File: config.mk
export PLATFORM = sky130hd
export DESIGN_NAME = k2_out_capture
export DESIGN_NICKNAME = d
export VERILOG_FILES = /design/src/rtl/k2_out_capture.sv
export SDC_FILE = /design/constraint.sdc
export NUM_CORES = 1
export LEC_CHECK = 0
export CAP_MARGIN = 5
export CORE_ASPECT_RATIO = 0.6
export CORE_UTILIZATION = 51
export CTS_CLUSTER_DIAMETER = 50
export CTS_CLUSTER_SIZE = 16
export DETAILED_ROUTE_END_ITERATION = 16
export PLACE_DENSITY_LB_ADDON = 0.12
export SYNTH_ARGS = -nofsm -noshare
export SYNTH_HDL_FRONTEND = slang
export SYNTH_SLANG_ARGS = --single-unit
File: constraint.sdc
create_clock -name clk -period 2.7 [get_ports clk]
set_clock_uncertainty 0.2 [all_clocks]
set_input_delay 0.54 -clock clk [delete_from_list [all_inputs] [get_ports clk]]
set_output_delay 0.54 -clock clk [all_outputs]
set_load 0.005 [all_outputs]
File: src/rtl/k2_out_capture.sv
// Capture FIFO behind the K2 output register: records {pc, value} on every RO load
// and lets a valid/ready consumer drain it; overruns are flagged and counted, never stalled.
module k2_out_capture #(
  parameter int DEPTH = 8,
  parameter int CNT_W = $clog2(DEPTH) + 1
) (
  input  logic             clk,
  input  logic             reset,
  input  logic             ro_we,
  input  logic [7:0]       reg_o,
  input  logic [3:0]       pc,
  output logic             m_valid,
  input  logic             m_ready,
  output logic [7:0]       m_data,
  output logic [3:0]       m_pc,
  output logic [CNT_W-1:0] count,
  output logic             full,
  output logic             empty,
  output logic             overflow,
  input  logic             clr_ovf,
  output logic [7:0]       drop_cnt
);

  localparam int AW = $clog2(DEPTH);

  logic [11:0]      mem [DEPTH];
  logic [AW-1:0]    wp_reg, wp_next;
  logic [AW-1:0]    rp_reg, rp_next;
  logic [CNT_W-1:0] count_reg, count_next;
  logic             overflow_reg, overflow_next;
  logic [7:0]       drop_cnt_reg, drop_cnt_next;

  logic pop;
  logic push_ok;
  logic drop;

  assign empty   = (count_reg == '0);
  assign full    = (count_reg == CNT_W'(DEPTH));
  assign m_valid = ~empty;
  assign m_data  = mem[rp_reg][7:0];
  assign m_pc    = mem[rp_reg][11:8];

  assign count    = count_reg;
  assign overflow = overflow_reg;
  assign drop_cnt = drop_cnt_reg;

  // A full FIFO still accepts a push when the head leaves in the same cycle.
  assign pop     = m_valid & m_ready;
  assign push_ok = ro_we & (~full | pop);
  assign drop    = ro_we & ~push_ok;

  always_comb begin
    wp_next       = wp_reg;
    rp_next       = rp_reg;
    count_next    = count_reg + CNT_W'(push_ok) - CNT_W'(pop);
    overflow_next = overflow_reg;
    drop_cnt_next = drop_cnt_reg;
    if (push_ok) wp_next = wp_reg + AW'(1);
    if (pop)     rp_next = rp_reg + AW'(1);
    // A drop in the same cycle as a clear counts as the first drop after the clear.
    if (drop) begin
      overflow_next = 1'b1;
      if (clr_ovf)
        drop_cnt_next = 8'd1;
      else if (drop_cnt_reg != 8'hFF)
        drop_cnt_next = drop_cnt_reg + 8'd1;
    end else if (clr_ovf) begin
      overflow_next = 1'b0;
      drop_cnt_next = 8'd0;
    end
  end

  always_ff @(posedge clk) begin
    if (reset) begin
      wp_reg       <= '0;
      rp_reg       <= '0;
      count_reg    <= '0;
      overflow_reg <= 1'b0;
      drop_cnt_reg <= 8'd0;
    end else begin
      wp_reg       <= wp_next;
      rp_reg       <= rp_next;
      count_reg    <= count_next;
      overflow_reg <= overflow_next;
      drop_cnt_reg <= drop_cnt_next;
    end
  end

  // Storage is not reset; reset only rewinds the pointers.
  always_ff @(posedge clk) begin
    if (!reset && push_ok)
      mem[wp_reg] <= {pc, reg_o};
  end

endmodule

==> results.sh <==
export IMPL_synthArstFlopShare=0
export IMPL_layout_cells_non_filler=474
export IMPL_path_class="flip-flop to primary output"
export IMPL_ys_flop_type="edfxtp_1"
export IMPL_synthSimpleGateAreaFrac=0.0673
export IMPL_synth_mux_area_frac=0.146
export IMPL_netlist_instances=271
export IMPL_dp_cells=433
export IMPL_dpl_cell_area_sq_um=5490
export IMPL_grt_max_degree=25
export IMPL_p_leak_nw=2.21
export IMPL_power_total_mw=5.94
export IMPL_crit_path_end="m_pc[1]"
export IMPL_firstDrtPassIters=4
export IMPL_syn_nets=297
export IMPL_reg2reg_slack_ns=0.17
export IMPL_dpl_worst_slack_ns=0.0624
export IMPL_path_max_fanout=6
export IMPL_drtIter0Drc=225
export IMPL_final_area_sq_um=6270
export IMPL_run_status="finished with violations"
export IMPL_reg2reg_from="count[2]$_SDFF_PP0_"
export IMPL_clk_pin_slew_ns=0.06
export IMPL_grtUsageMet3=0.0754
export IMPL_ys_types=45
export IMPL_first_global_vias=2664
export IMPL_grt_overflow=0
export IMPL_largest_reg_flops=96
export IMPL_multi_input_area_sq_um=1430
export IMPL_core_area_sq_um=8780
export IMPL_min_path_type="flip-flop to flip-flop"
export IMPL_final_cell_mix="edfxtp_1 (96), clkdlybuf4s50_1 (30), mux4_2 (24)"
export IMPL_reg2regPathDepth=10
export IMPL_grt_pass1_wl_um=15300
export IMPL_violations="setup timing"
export IMPL_worstHoldPathCells=2
export IMPL_syn2layout_area_growth_pct=31.8
export IMPL_clock_sinks=118
export IMPL_met2_usage=0.314
export IMPL_slew_headroom=0.693
export IMPL_synth_adder_area_share=0.0252
export IMPL_clock_fmax_mhz=361
export IMPL_ys_seq_elements=118
export IMPL_htreeDepth=4
export IMPL_yosys_warnings=0
export IMPL_place_congestion=0.846
export IMPL_syn_avg_cell_area_sq_um=17.6
export IMPL_fin_crit_ns=2.77
export IMPL_fillers=564
export IMPL_start_util=0.542
export IMPL_worst_slew_pin_slew_ns=0.458
export IMPL_ant_nets=0
export IMPL_utilization=0.714
export IMPL_drive_above_1_share=0.348
export IMPL_drt_vias_per_instance=5.57
export IMPL_drv_slew=0
export IMPL_power_density_nw_per_um2=948
export IMPL_ir_drop_mv=0.806
export IMPL_route_detailed_drc=0
export IMPL_diodes=0
export IMPL_clockRootBuffer="clkbuf_16"
export IMPL_use_met1=0.333
export IMPL_grt_busiest_layer="met1"
export IMPL_setup_worst_path_start_class="flip-flop"
export IMPL_final_common_cell="edfxtp_1"
export IMPL_yosys_area_share_xor_xnor=0.0110
export IMPL_tritoncts="yes"
export IMPL_cap_viol_max_count=0
export IMPL_crit_required_ns=1.96
export IMPL_dp_hpwl_um=5650
export IMPL_final_setup_viol_count=3
export IMPL_die_w_um=127
export IMPL_crit_path_end_kind="primary output"
export IMPL_wl_um=9690
export IMPL_row_count=26
export IMPL_vias=2640
export IMPL_seq_area_frac_synth=0.698
export IMPL_die_h_um=76.8
export IMPL_post_route_period_util=1.02
export IMPL_antenna_found_initial=0
export IMPL_synth_compound_area_frac=0.0331
export IMPL_insertion_delay_ns=0.40
export IMPL_cp_arrival_ns=2.03
export IMPL_ioPinCount=45
export IMPL_netlist_area_sq_um=4760
export IMPL_hold_violations=0
export IMPL_port_buffers=44
export IMPL_dieArea_sq_um=9730
export IMPL_synth_edf_count=96
export IMPL_seq_area_sq_um=3330
export IMPL_synth_top_family_by_area="multiplexers"
export IMPL_routedWlPerCell_um=20.4
export IMPL_nets=375
export IMPL_worstHoldStart="rp_reg[1]$_SDFFE_PP0N_"
export IMPL_regToRegEndpoint="count[2]$_SDFF_PP0_"
export IMPL_grtUsageTotal=0.224
export IMPL_rsz0062_at_grt="yes"
export IMPL_layout_setup_ws_ns=-0.0672
export IMPL_cts_buffers=17
export IMPL_cts_buffer_depth=2
-- what timing repair did --
item | 4_1_cts | 5_1_grt
cloned | 3 | 0
setup endpoints to repair | 15 | 14
setup buffers | 6 | 3
hold buffers | 0 | 0
resized for setup | 77 | 5
-- metrics by stage --
| step | hold WS (ns) | setup TNS [ns] |
|---|---|---|
| global route | 0.337 | -0.634 |
| finish | 0.291 | -0.120 |
| global placement | 0.256 | 0 |
| detailed placement | 0.275 | 0 |
| CTS | 0.285 | -0.309 |
| floorplan | 0.254 | 0 |
-- kinds of logic (layout without fill, tap and decap cells) --
| logic type | Yosys count | count (layout) |
|---|---|---|
| DFF | 118 | 118 |
| and+or+nand+nor | 58 | 58 |
| muxes | 38 | 38 |
| AOI/OAI and AO/OA | 23 | 23 |
| buffers and inverters | 19 | 110 |
| adders and majority gates | 9 | 9 |
| xor gates and xnor gates | 6 | 6 |
-- worst min-delay path by stage --
| stage | end | slack (ns) |
|---|---|---|
| floorplan | flip-flop | 0.25 |
| global placement | overflow$_SDFFE_PP0P_ | 0.26 |
| detailed placement | flip-flop | 0.27 |
| CTS | rp_reg[1]$_SDFFE_PP0N_ | 0.29 |
| global route | rp_reg[1]$_SDFFE_PP0N_ | 0.34 |
| finish | rp_reg[1]$_SDFFE_PP0N_ | 0.29 |
-- critical path: stages, from the launching register on --
cell	delay, ns
dfxtp_4	0.39
buf_12	0.13
buf_16	0.12
buf_12	0.10
mux4_2	0.47
mux2_4	0.29
buf_6	0.12
-- layout make-up --
cell class / count / share of cell area
Sequential cell: 118 / 0.530
Clock buffer: 17 / 0.0678
Inverter: 7 / 0.00499
Multi-Input combinational cell: 134 / 0.228
Timing Repair Buffer: 71 / 0.121
Tap cell: 112 / 0.0223
Clock inverter: 15 / 0.0251
-- synthesized netlist by cell type, types with 3 or more instances --
cell type   n  area (sq um)
mux2_2     12           135
xor2_1      4          35.0
or2_2       3          18.8
edfxtp_1   96          2880
mux4_2     24           541
inv_1       6          22.5
nand3_1     6          30.0
and3_1      3          18.8
buf_2       4          20.0
nand2_1     7          26.3
nor2b_1     3          18.8
or4_1       3          22.5
nor3_1      4          20.0
clkbuf_1    6          22.5
dfxtp_1    22           440
nor2_1     18          67.6
o31ai_1     3          22.5
ha_1        8           100
a21oi_1     7          35.0
-- per-layer routing --
metal / part of all wire / vias up
li1: - / 1239
met1: 0.49 / 1327
met2: 0.44 / 70
met3: 0.057 / 4
met4: 0.0059 / 0
met5: 0 / -
-- where the power goes --
group          total, mW  switching [mW]  leakage, nW  internal, mW
logic               1.61           0.618        0.888         0.992
registers           2.17          0.0871         1.05          2.08
clock network       2.17           0.806        0.275          1.36
No activity file was read; power rests on OpenSTA's default activity.
